[src/rtl/uart_pkg.sv]
// Shared UART definitions used by both the TX and RX blocks.
// Holds parity-mode constants, FSM state encoding and the baud divider helper.
// Pure declarations: no logic, no latency, no flow control.
package uart_pkg;

    localparam int PAR_NONE = 0;
    localparam int PAR_ODD  = 1;
    localparam int PAR_EVEN = 2;

    typedef enum logic [2:0] {
        ST_IDLE  = 3'd0,
        ST_START = 3'd1,
        ST_DATA  = 3'd2,
        ST_PAR   = 3'd3,
        ST_STOP  = 3'd4
    } uart_state_t;

    // Clocks per bit, rounded to the nearest integer.
    function automatic int uart_div(input int clk_freq, input int baud);
        return (clk_freq + baud / 2) / baud;
    endfunction

endpackage

[src/rtl/uart_baud_div.sv]
// Bit-period divider: counts 0..DIV-1 while enabled and flags the last count.
// tick is combinational from the count register, high for one clock per period.
// No flow control; clear restarts the period so the next bit lasts exactly DIV clocks.
module uart_baud_div #(
    parameter int DIV = 4
) (
    input  logic clk,
    input  logic rst,
    input  logic clear,
    input  logic enable,
    output logic tick
);

    localparam int CW = (DIV > 1) ? $clog2(DIV) : 1;
    localparam logic [CW-1:0] LAST = CW'(DIV - 1);

    logic [CW-1:0] cnt;

    assign tick = enable & (cnt == LAST);

    // Period counter: clear has priority, wraps to zero on the tick.
    always_ff @(posedge clk or posedge rst) begin
        if (rst) begin
            cnt <= '0;
        end else if (clear) begin
            cnt <= '0;
        end else if (enable) begin
            cnt <= tick ? '0 : cnt + CW'(1);
        end
    end

endmodule

[src/rtl/uart_tx_frame.sv]
// UART transmitter: start, DATA_BITS LSB-first, optional parity, 1-2 stop bits.
// Latency: word accepted at edge k, start bit on the line after edge k+1.
// Backpressure: one-word holding register; tx_ready low while it is occupied.
module uart_tx_frame
    import uart_pkg::*;
#(
    parameter int CLK_FREQ  = 12000000,
    parameter int BAUD      = 115200,
    parameter int DATA_BITS = 8,
    parameter int PARITY    = 0,
    parameter int STOP_BITS = 1
) (
    input  logic                 clk,
    input  logic                 rst,
    input  logic                 tx_valid,
    input  logic [DATA_BITS-1:0] tx_data,
    output logic                 tx_ready,
    output logic                 tx,
    output logic                 tx_busy
);

    localparam int DIV   = uart_div(CLK_FREQ, BAUD);
    localparam int IDX_W = $clog2(DATA_BITS + 1);
    localparam logic [IDX_W-1:0] IDX_LAST  = IDX_W'(DATA_BITS - 1);
    localparam logic             STOP_LAST = 1'(STOP_BITS - 1);

    if (DIV < 2) begin : g_bad_div
        $error("uart_tx_frame: CLK_FREQ/BAUD gives DIV < 2");
    end
    if (DATA_BITS < 5 || DATA_BITS > 9) begin : g_bad_width
        $error("uart_tx_frame: DATA_BITS must be 5..9");
    end
    if (PARITY != PAR_NONE && PARITY != PAR_ODD && PARITY != PAR_EVEN) begin : g_bad_par
        $error("uart_tx_frame: PARITY must be 0, 1 or 2");
    end
    if (STOP_BITS != 1 && STOP_BITS != 2) begin : g_bad_stop
        $error("uart_tx_frame: STOP_BITS must be 1 or 2");
    end

    uart_state_t          state, state_n;
    logic [DATA_BITS-1:0] hold;
    logic                 hold_full;
    logic [DATA_BITS-1:0] shifter, shift_n;
    logic [IDX_W-1:0]     bit_idx, idx_n;
    logic                 stop_cnt, stop_n;
    logic                 par_bit, par_n;
    logic                 tx_q, tx_n;
    logic                 load;
    logic                 tick;
    logic                 accept;

    assign accept   = tx_valid & ~hold_full;
    assign tx_ready = ~hold_full;
    assign tx       = tx_q;
    assign tx_busy  = (state != ST_IDLE) | hold_full;

    uart_baud_div #(
        .DIV (DIV)
    ) u_baud (
        .clk    (clk),
        .rst    (rst),
        .clear  (load),
        .enable (state != ST_IDLE),
        .tick   (tick)
    );

    // Next-state, shifter and line-level decode; tx is precomputed for the next state.
    always_comb begin
        state_n = state;
        shift_n = shifter;
        idx_n   = bit_idx;
        stop_n  = stop_cnt;
        par_n   = par_bit;
        load    = 1'b0;
        tx_n    = 1'b1;

        case (state)
            ST_IDLE: begin
                if (hold_full) begin
                    load    = 1'b1;
                    state_n = ST_START;
                end
            end
            ST_START: begin
                if (tick) begin
                    state_n = ST_DATA;
                    idx_n   = '0;
                end
            end
            ST_DATA: begin
                if (tick) begin
                    shift_n = shifter >> 1;
                    if (bit_idx == IDX_LAST) begin
                        state_n = (PARITY != PAR_NONE) ? ST_PAR : ST_STOP;
                        stop_n  = 1'b0;
                    end else begin
                        idx_n = bit_idx + IDX_W'(1);
                    end
                end
            end
            ST_PAR: begin
                if (tick) begin
                    state_n = ST_STOP;
                    stop_n  = 1'b0;
                end
            end
            ST_STOP: begin
                if (tick) begin
                    if (stop_cnt == STOP_LAST) begin
                        // A waiting word starts immediately: no idle bit between frames.
                        if (hold_full) begin
                            load    = 1'b1;
                            state_n = ST_START;
                        end else begin
                            state_n = ST_IDLE;
                        end
                    end else begin
                        stop_n = 1'b1;
                    end
                end
            end
            default: begin
                state_n = ST_IDLE;
            end
        endcase

        if (load) begin
            shift_n = hold;
            par_n   = (PARITY == PAR_EVEN) ? (^hold) : ~(^hold);
        end

        case (state_n)
            ST_START: tx_n = 1'b0;
            ST_DATA:  tx_n = shift_n[0];
            ST_PAR:   tx_n = par_n;
            default:  tx_n = 1'b1;
        endcase
    end

    // Frame state registers; tx is registered so the line never glitches.
    always_ff @(posedge clk or posedge rst) begin
        if (rst) begin
            state    <= ST_IDLE;
            shifter  <= '0;
            bit_idx  <= '0;
            stop_cnt <= 1'b0;
            par_bit  <= 1'b0;
            tx_q     <= 1'b1;
        end else begin
            state    <= state_n;
            shifter  <= shift_n;
            bit_idx  <= idx_n;
            stop_cnt <= stop_n;
            par_bit  <= par_n;
            tx_q     <= tx_n;
        end
    end

    // Holding register: filled on handshake, emptied when the FSM loads the shifter.
    always_ff @(posedge clk or posedge rst) begin
        if (rst) begin
            hold      <= '0;
            hold_full <= 1'b0;
        end else if (accept) begin
            hold      <= tx_data;
            hold_full <= 1'b1;
        end else if (load) begin
            hold_full <= 1'b0;
        end
    end

endmodule
[config.mk]
export PLATFORM = sky130hd
export DESIGN_NAME = uart_tx_frame
export DESIGN_NICKNAME = d
export VERILOG_FILES = /design/src/rtl/uart_pkg.sv /design/src/rtl/uart_baud_div.sv /design/src/rtl/uart_tx_frame.sv
export SDC_FILE = /design/constraint.sdc
export NUM_CORES = 1
export LEC_CHECK = 0
export CAP_MARGIN = 20
export CORE_MARGIN = 2
export CORE_UTILIZATION = 45
export DETAILED_ROUTE_END_ITERATION = 7
export PLACE_DENSITY = 0.62
export SYNTH_ARGS = -nofsm -noshare
export SYNTH_HDL_FRONTEND = slang
export SYNTH_SLANG_ARGS = --single-unit
[constraint.sdc]
create_clock -name clk -period 2.9 [get_ports clk]
set_clock_uncertainty 0.05 [all_clocks]
set_input_delay 0.58 -clock clk [delete_from_list [all_inputs] [get_ports clk]]
set_output_delay 0.58 -clock clk [all_outputs]
set_load 0.05 [all_outputs]
==> results of run 1 <==
==> stage by stage <==
stage,power (mW),instance area (um^2),util [%],cells
global route,1.794,1978,54.44,234
floorplan,1.200,1700,-,167
CTS,1.671,1978,54.44,234
finish,1.660,1978,54.44,234
detailed placement,1.339,1896,52.17,226
global placement,1.316,1896,52.17,226
==> layout make-up <==
type	instances	area [um^2]	share of cell area (%)
clock inverters	2	10.01	0.5060
flip-flops and latches	33	827.0	41.81
clock buffers	6	72.57	3.669
inverters	12	45.04	2.277
well taps	48	60.06	3.036
repair buffers	17	160.2	8.096
multi-input cells	116	803.3	40.61
==> cell families after synthesis <==
family / count (synthesis) / share of synthesized area (%)
simple gates: 57 / 17.81
mux: 11 / 7.211
xor+xnor: 12 / 6.181
compound gates: 34 / 14.57
flops: 33 / 48.64
buf+inv: 18 / 4.120
fa+ha+maj: 2 / 1.471
==> where the power goes <==
part / switching [mW] / total (mW) / leakage, nW / internal, mW
clock network: 0.161 / 0.327 / 0.0450 / 0.166
logic: 0.257 / 0.566 / 0.384 / 0.309
registers: 0.142 / 0.767 / 0.408 / 0.625
total: 0.559 / 1.66 / 0.837 / 1.10
==> worst reg2reg max path, cell delays in order (launching register included) <==
cell and delay, ps:
dfrtp_1 430, nand4bb_1 490, a211oi_1 310, o21ai_1 240, a221o_1 420
==> registers in the layout (all words and copies together), names as in the netlist <==
register    flops
hold            8
shifter         8
u_baud.cnt      7
bit_idx         4
state           3
hold_full       1
par_bit         1
tx              1
==> layer usage <==
metal	wire length (um)	up-vias	global-route usage, %
met1	1695	663	25.67
li1	-	637	-
met3	152	4	5.137
met4	57	0	7.813
met2	1655	27	29.59
met5	0	-	0
==> path summary, 6_finish.rpt <==
kind,startpoint,endpoint,cells after the start
max,state[1],tx_busy,2
min,u_baud.cnt[0],u_baud.cnt[0],1
max reg2reg,u_baud.cnt[4],shifter[1],4
min reg2reg,u_baud.cnt[0],u_baud.cnt[0],1
max in group asynchronous,rst,tx,3
min in group asynchronous,rst,shifter[7],3
==> placed cells by master, fill, tap and decap left out, types with 2 or more instances in the layout <==
cell             instances
mux2_2                   9
a22oi_1                  2
and3_1                   2
buf_4                    4
ha_1                     2
and2_1                   2
clkbuf_8                 5
nand4_1                  3
nand2b_1                 3
xnor2_1                  6
or3_1                    3
clkdlybuf4s50_1         13
inv_1                   12
a22o_1                   2
clkinv_2                 2
a221o_1                  6
dfrtp_1                 32
nand3_1                  3
o31ai_1                  2
nor4_1                   3
o21ai_0                 10
a21oi_1                  3
nor2_1                  18
nand2_1                  9
xor2_1                   6
==> run_results.csv, run 1 <==
group,metric,value,unit
run_status,run_status,"completed",
logic_synthesis,synthFlopType,"dfrtp_1",
worst_setup_path,crit_path_top_delay_cell,"clkdlybuf4s50_1",
worst_setup_path,crit_type,"register to output port",
grt,grt_overflow,0,
logic_synthesis,yosys-top-cells-count,"dfrtp_1, nor2_1, inv_1, o21ai_0",
detailed_routing,drt_iter0_drc,67,
worst_setup_path,start_kind,"register",
detailed_routing,drc,0,
timing,timing.fmax,361.3,MHz
logic_synthesis,seq_area_frac_synth,48.64,%
floorplanning,die_w,65.47,um
floorplanning,dieArea,4286,um^2
grt,grt_max_degree,34,
worst_setup_path,ff2ff_setup_slack,850,ps
detailed_routing,totalWireLength,3.561,mm
logic_synthesis,ys_async_sr_fraction,100.0,%
worst_setup_path,arrival,2140,ps
floorplanning,die_y,65.47,um
floorplanning,ioPinCount,14,
worst_setup_path,critPathMaxFanout,14,
placed_design,place_hpwl,2.511,mm
cells_and_area,num-nets-final,198,
cts,cts_inserted_buffers,5,
grt,track_usage,19.20,%
timing,setup_violations,0,
cts,clockBufferDepth,2,
placed_design,io_buffers,13,
worst_setup_path,worst_setup_path_end_kind,"output port",
cells_and_area,syn_to_final_growth,16.34,%
cts,numClockSinks,33,
power,power_leakage,0.8375,nW
grt,grt_pass1_wl,6.154,mm
logic_synthesis,synth_area,1700,um^2
timing,rsz0062_at_grt,"false",
cts,tritoncts,"yes",
cts,clk_latency,280,ps
cts,cts-resized-gates,0,
placed_design,dp_slack,448.6,ps
logic_synthesis,synth_fp_nets,180,
timing,worst_pin_slew,610.2,ps
cts,htreeDepth,2,
hold_path,hold_path_class,"register to register",
logic_synthesis,yosys-top-cells-area,"dfrtp_1, mux2_2, nor2_1",
cells_and_area,final_layout_size_suffix_gt1_share,13.44,%
worst_setup_path,worst_path_dominant_cell_family,"buffers and inverters",
grt,antenna_found_initial,0,
floorplanning,initial_core_util,46.80,%
cts,path_clk_slew,70,ps
worst_setup_path,slowest_delay,720,ps
logic_synthesis,ys.warnings.count,0,
timing,setup_tns,0,ps
cells_and_area,diodes,0,
cts,postCtsHoldBufs,0,
power,cellPowerDensity,839.1,nW/um^2
timing,period_needed,2768,ps
logic_synthesis,synth_top_area_share,47.09,%
worst_setup_path,path_buf_inv,1,
logic_synthesis,yosys.area.top_type,"dfrtp_1",
floorplanning,core-area,3633,um^2
worst_setup_path,path_cells,"or4_1 -> clkdlybuf4s50_1",
cells_and_area,nFillCells,358,
logic_synthesis,ys_ff_latch,33,
run,drv_cap,0,
timing,relSlewSlack,59.05,%
placed_design,gp_congestion,0.8159,
logic_synthesis,synth.avg_cell_area,10.18,um^2
timing,slew_violations,0,
detailed_routing,dr.pass1.iters,4,
grt,grt_pass1_vias,1294,
logic_synthesis,synth.most_common_cell,"dfrtp_1",
timing,fin_crit_sh,95.43,%
timing,whs,461.8,ps
logic_synthesis,synth_edf_count,0,
cts,postCtsSetupBuffers,0,
logic_synthesis,synthCells,167,
power,vdd_drop_max,566.6,uV
detailed_routing,vias,1331,
cts,root_buffer,"clkbuf_8",
logic_synthesis,yosys.cell_types.count,46,
timing,setup_slack,132.4,ps
detailed_routing,ant_nets,0,
floorplanning,placement_rows,22,
worst_setup_path,crit_required,2270,ps
timing,finalHoldViolCount,0,
detailed_routing,viasPerCell,5.688,
detailed_routing,wl_per_cell,15.22,um
Power figures use the tool's default switching activity.
==> run 2, diff against run 1 <==
Settings changed: DONT_BUFFER_PORTS from default to 1, PLACE_DENSITY 0.62 to default, PLACE_DENSITY_LB_ADDON from default to 0.05.
==> run 2 against run 1 <==
Fmax increased by 20%. Worst hold slack got worse by 200 ps. Count of clock-buffer cells in the layout rose by 1. Combinational power decreased by 7.8%. Critical path depth shrank 1. Design area decreased by 5.6%. Sequential share of layout area rose by 2.5 points. Cell count fell by 6.4%. Routed wire length decreased by 11%. Register-to-register slack hardly changed. Power up 4.2%.
==> run_results.csv, run 2 (synthesis results as in run 1) <==
group,metric,value,unit
floorplanning,core-area,3633,um^2
detailed_routing,totalWireLength,3.171,mm
cts,postCtsSetupBuffers,0,
worst_setup_path,critPathMaxFanout,17,
cts,root_buffer,"clkbuf_8",
timing,setup_violations,0,
detailed_routing,drc,0,
cts,clockBufferDepth,2,
timing,setup_slack,584.4,ps
cells_and_area,top_regs,"hold (8), shifter (8), u_baud.cnt (7)",
placed_design,placed_cell_area,1750,um^2
timing,setup_tns,0,ps
worst_setup_path,crit_path_top_delay_cell,"or4_1",
worst_setup_path,crit_required,2270,ps
worst_setup_path,cp.depth,1,
worst_setup_path,worst_setup_path_end_kind,"output port",
worst_setup_path,crit_type,"register to output port",
cells_and_area,fin_area,1867,um^2
cts,cts-resized-gates,0,
placed_design,io_buffers,0,
cells_and_area,diodes,0,
floorplanning,die_w,65.47,um
floorplanning,dieArea,4286,um^2
timing,period_needed,2316,ps
floorplanning,ioPinCount,14,
cts,postCtsHoldBufs,0,
worst_setup_path,endpoint,"tx_busy",
timing,slew_violations,0,
power,vdd_drop_max,376.0,uV
timing,timing.fmax,431.9,MHz
grt,grt_max_degree,20,
worst_setup_path,slowest_delay,870,ps
cts,path_clk_slew,70,ps
detailed_routing,wl_per_cell,14.48,um
worst_setup_path,rr_startpoint,"u_baud.cnt[3]",
worst_setup_path,path_buf_inv,0,
floorplanning,die_y,65.47,um
cts,numClockSinks,33,
cts,htreeDepth,2,
grt,grt_overflow,0,
grt,antenna_found_initial,0,
worst_setup_path,r2r_cells,4,
cells_and_area,nFillCells,368,
worst_setup_path,path_cells,"or4_1",
timing,relSlewSlack,50.99,%
worst_setup_path,ff2ff_setup_slack,850,ps
grt,track_usage,17.54,%
worst_setup_path,cp-startpoint,"state[2]",
cells_and_area,final_layout_size_suffix_gt1_share,13.45,%
placed_design,place_hpwl,2.322,mm
grt,grt_pass1_wl,5.561,mm
cts,clk_latency,280,ps
cells_and_area,layout_commonest_cell,"dfrtp_1",
worst_setup_path,worst_path_dominant_cell_family,"simple AND/OR/NAND/NOR gates",
detailed_routing,viasPerCell,5.521,
cells_and_area,final_core_util,51.38,%
floorplanning,placement_rows,22,
hold_path,hold_path_class,"primary input to async pin",
run,drv_cap,0,
cts,cts_inserted_buffers,5,
detailed_routing,ant_nets,0,
placed_design,gp_congestion,0.7595,
detailed_routing,drt_iter0_drc,89,
timing,rsz0062_at_grt,"false",
timing,worst_pin_slew,734.4,ps
floorplanning,initial_core_util,46.80,%
detailed_routing,vias,1209,
timing,finalHoldViolCount,0,
cells_and_area,syn_to_final_growth,9.787,%
run_status,run_status,"completed",
timing,fin_crit_sh,79.85,%
placed_design,dp_slack,881.6,ps
power,power_leakage,0.7896,nW
cts,tritoncts,"yes",
detailed_routing,dr.pass1.iters,4,
worst_setup_path,start_kind,"register",
worst_setup_path,r2r-end,"shifter[6]",
cells_and_area,layout_common_cells,"dfrtp_1, nor2_1, inv_1, o21ai_0",
timing,whs,262.6,ps
power,cellPowerDensity,926.1,nW/um^2
grt,grt_pass1_vias,1151,
worst_setup_path,arrival,1690,ps
cells_and_area,num-nets-final,183,
[run 2: worst reg2reg max path, delay by kind of cell, from the launching register on]
kind             cells  cell delay, ps
AO/OA/AOI/OAI        3             970
flip-flops           1             430
AND/OR/NAND/NOR      1             470
[run 2: worst min path at each step]
stage | endpoint | depth (start not counted)
after global routing | hold[7] | 1
after global placement | u_baud.cnt[0] | 1
after floorplan | u_baud.cnt[0] | 1
final | u_baud.cnt[2] | 1
after detailed placement | u_baud.cnt[0] | 1
after CTS | hold[7] | 1
[run 2: area by class of cell]
cell class / instances / area (um^2) / area share, %
clock buffers: 7 / 86.33 / 4.625
repair buffers: 2 / 15.01 / 0.8043
multi-input cells: 116 / 803.3 / 43.03
clock inverters: 1 / 30.03 / 1.609
inverters: 12 / 45.04 / 2.413
well taps: 48 / 60.06 / 3.217
flip-flops and latches: 33 / 827.0 / 44.30
[run 2: metal layers]
metal	up-vias	part of all wire, %	global-route usage [%]
met2	22	46	25.26
met4	0	1.0	7.031
met5	-	0	0
li1	599	-	-
met3	4	3.6	5.479
met1	584	49	24.53
[run 2: power by group]
group          leakage, nW  total (mW)  switching, mW  internal [mW]
combinational        0.323       0.522          0.236          0.286
clock               0.0585       0.438          0.158          0.280
sequential           0.408       0.769          0.143          0.626
total                0.790        1.73          0.537           1.19
[run 2: metrics by stage]
| stage | cells | power (mW) |
|---|---|---|
| 3_5_place_dp | 211 | 1.303 |
| 2_1_floorplan | 167 | 1.200 |
| 4_1_cts | 219 | 1.753 |
| 3_3_place_gp | 211 | 1.291 |
| 5_1_grt | 219 | 1.860 |
| 6_report | 219 | 1.729 |
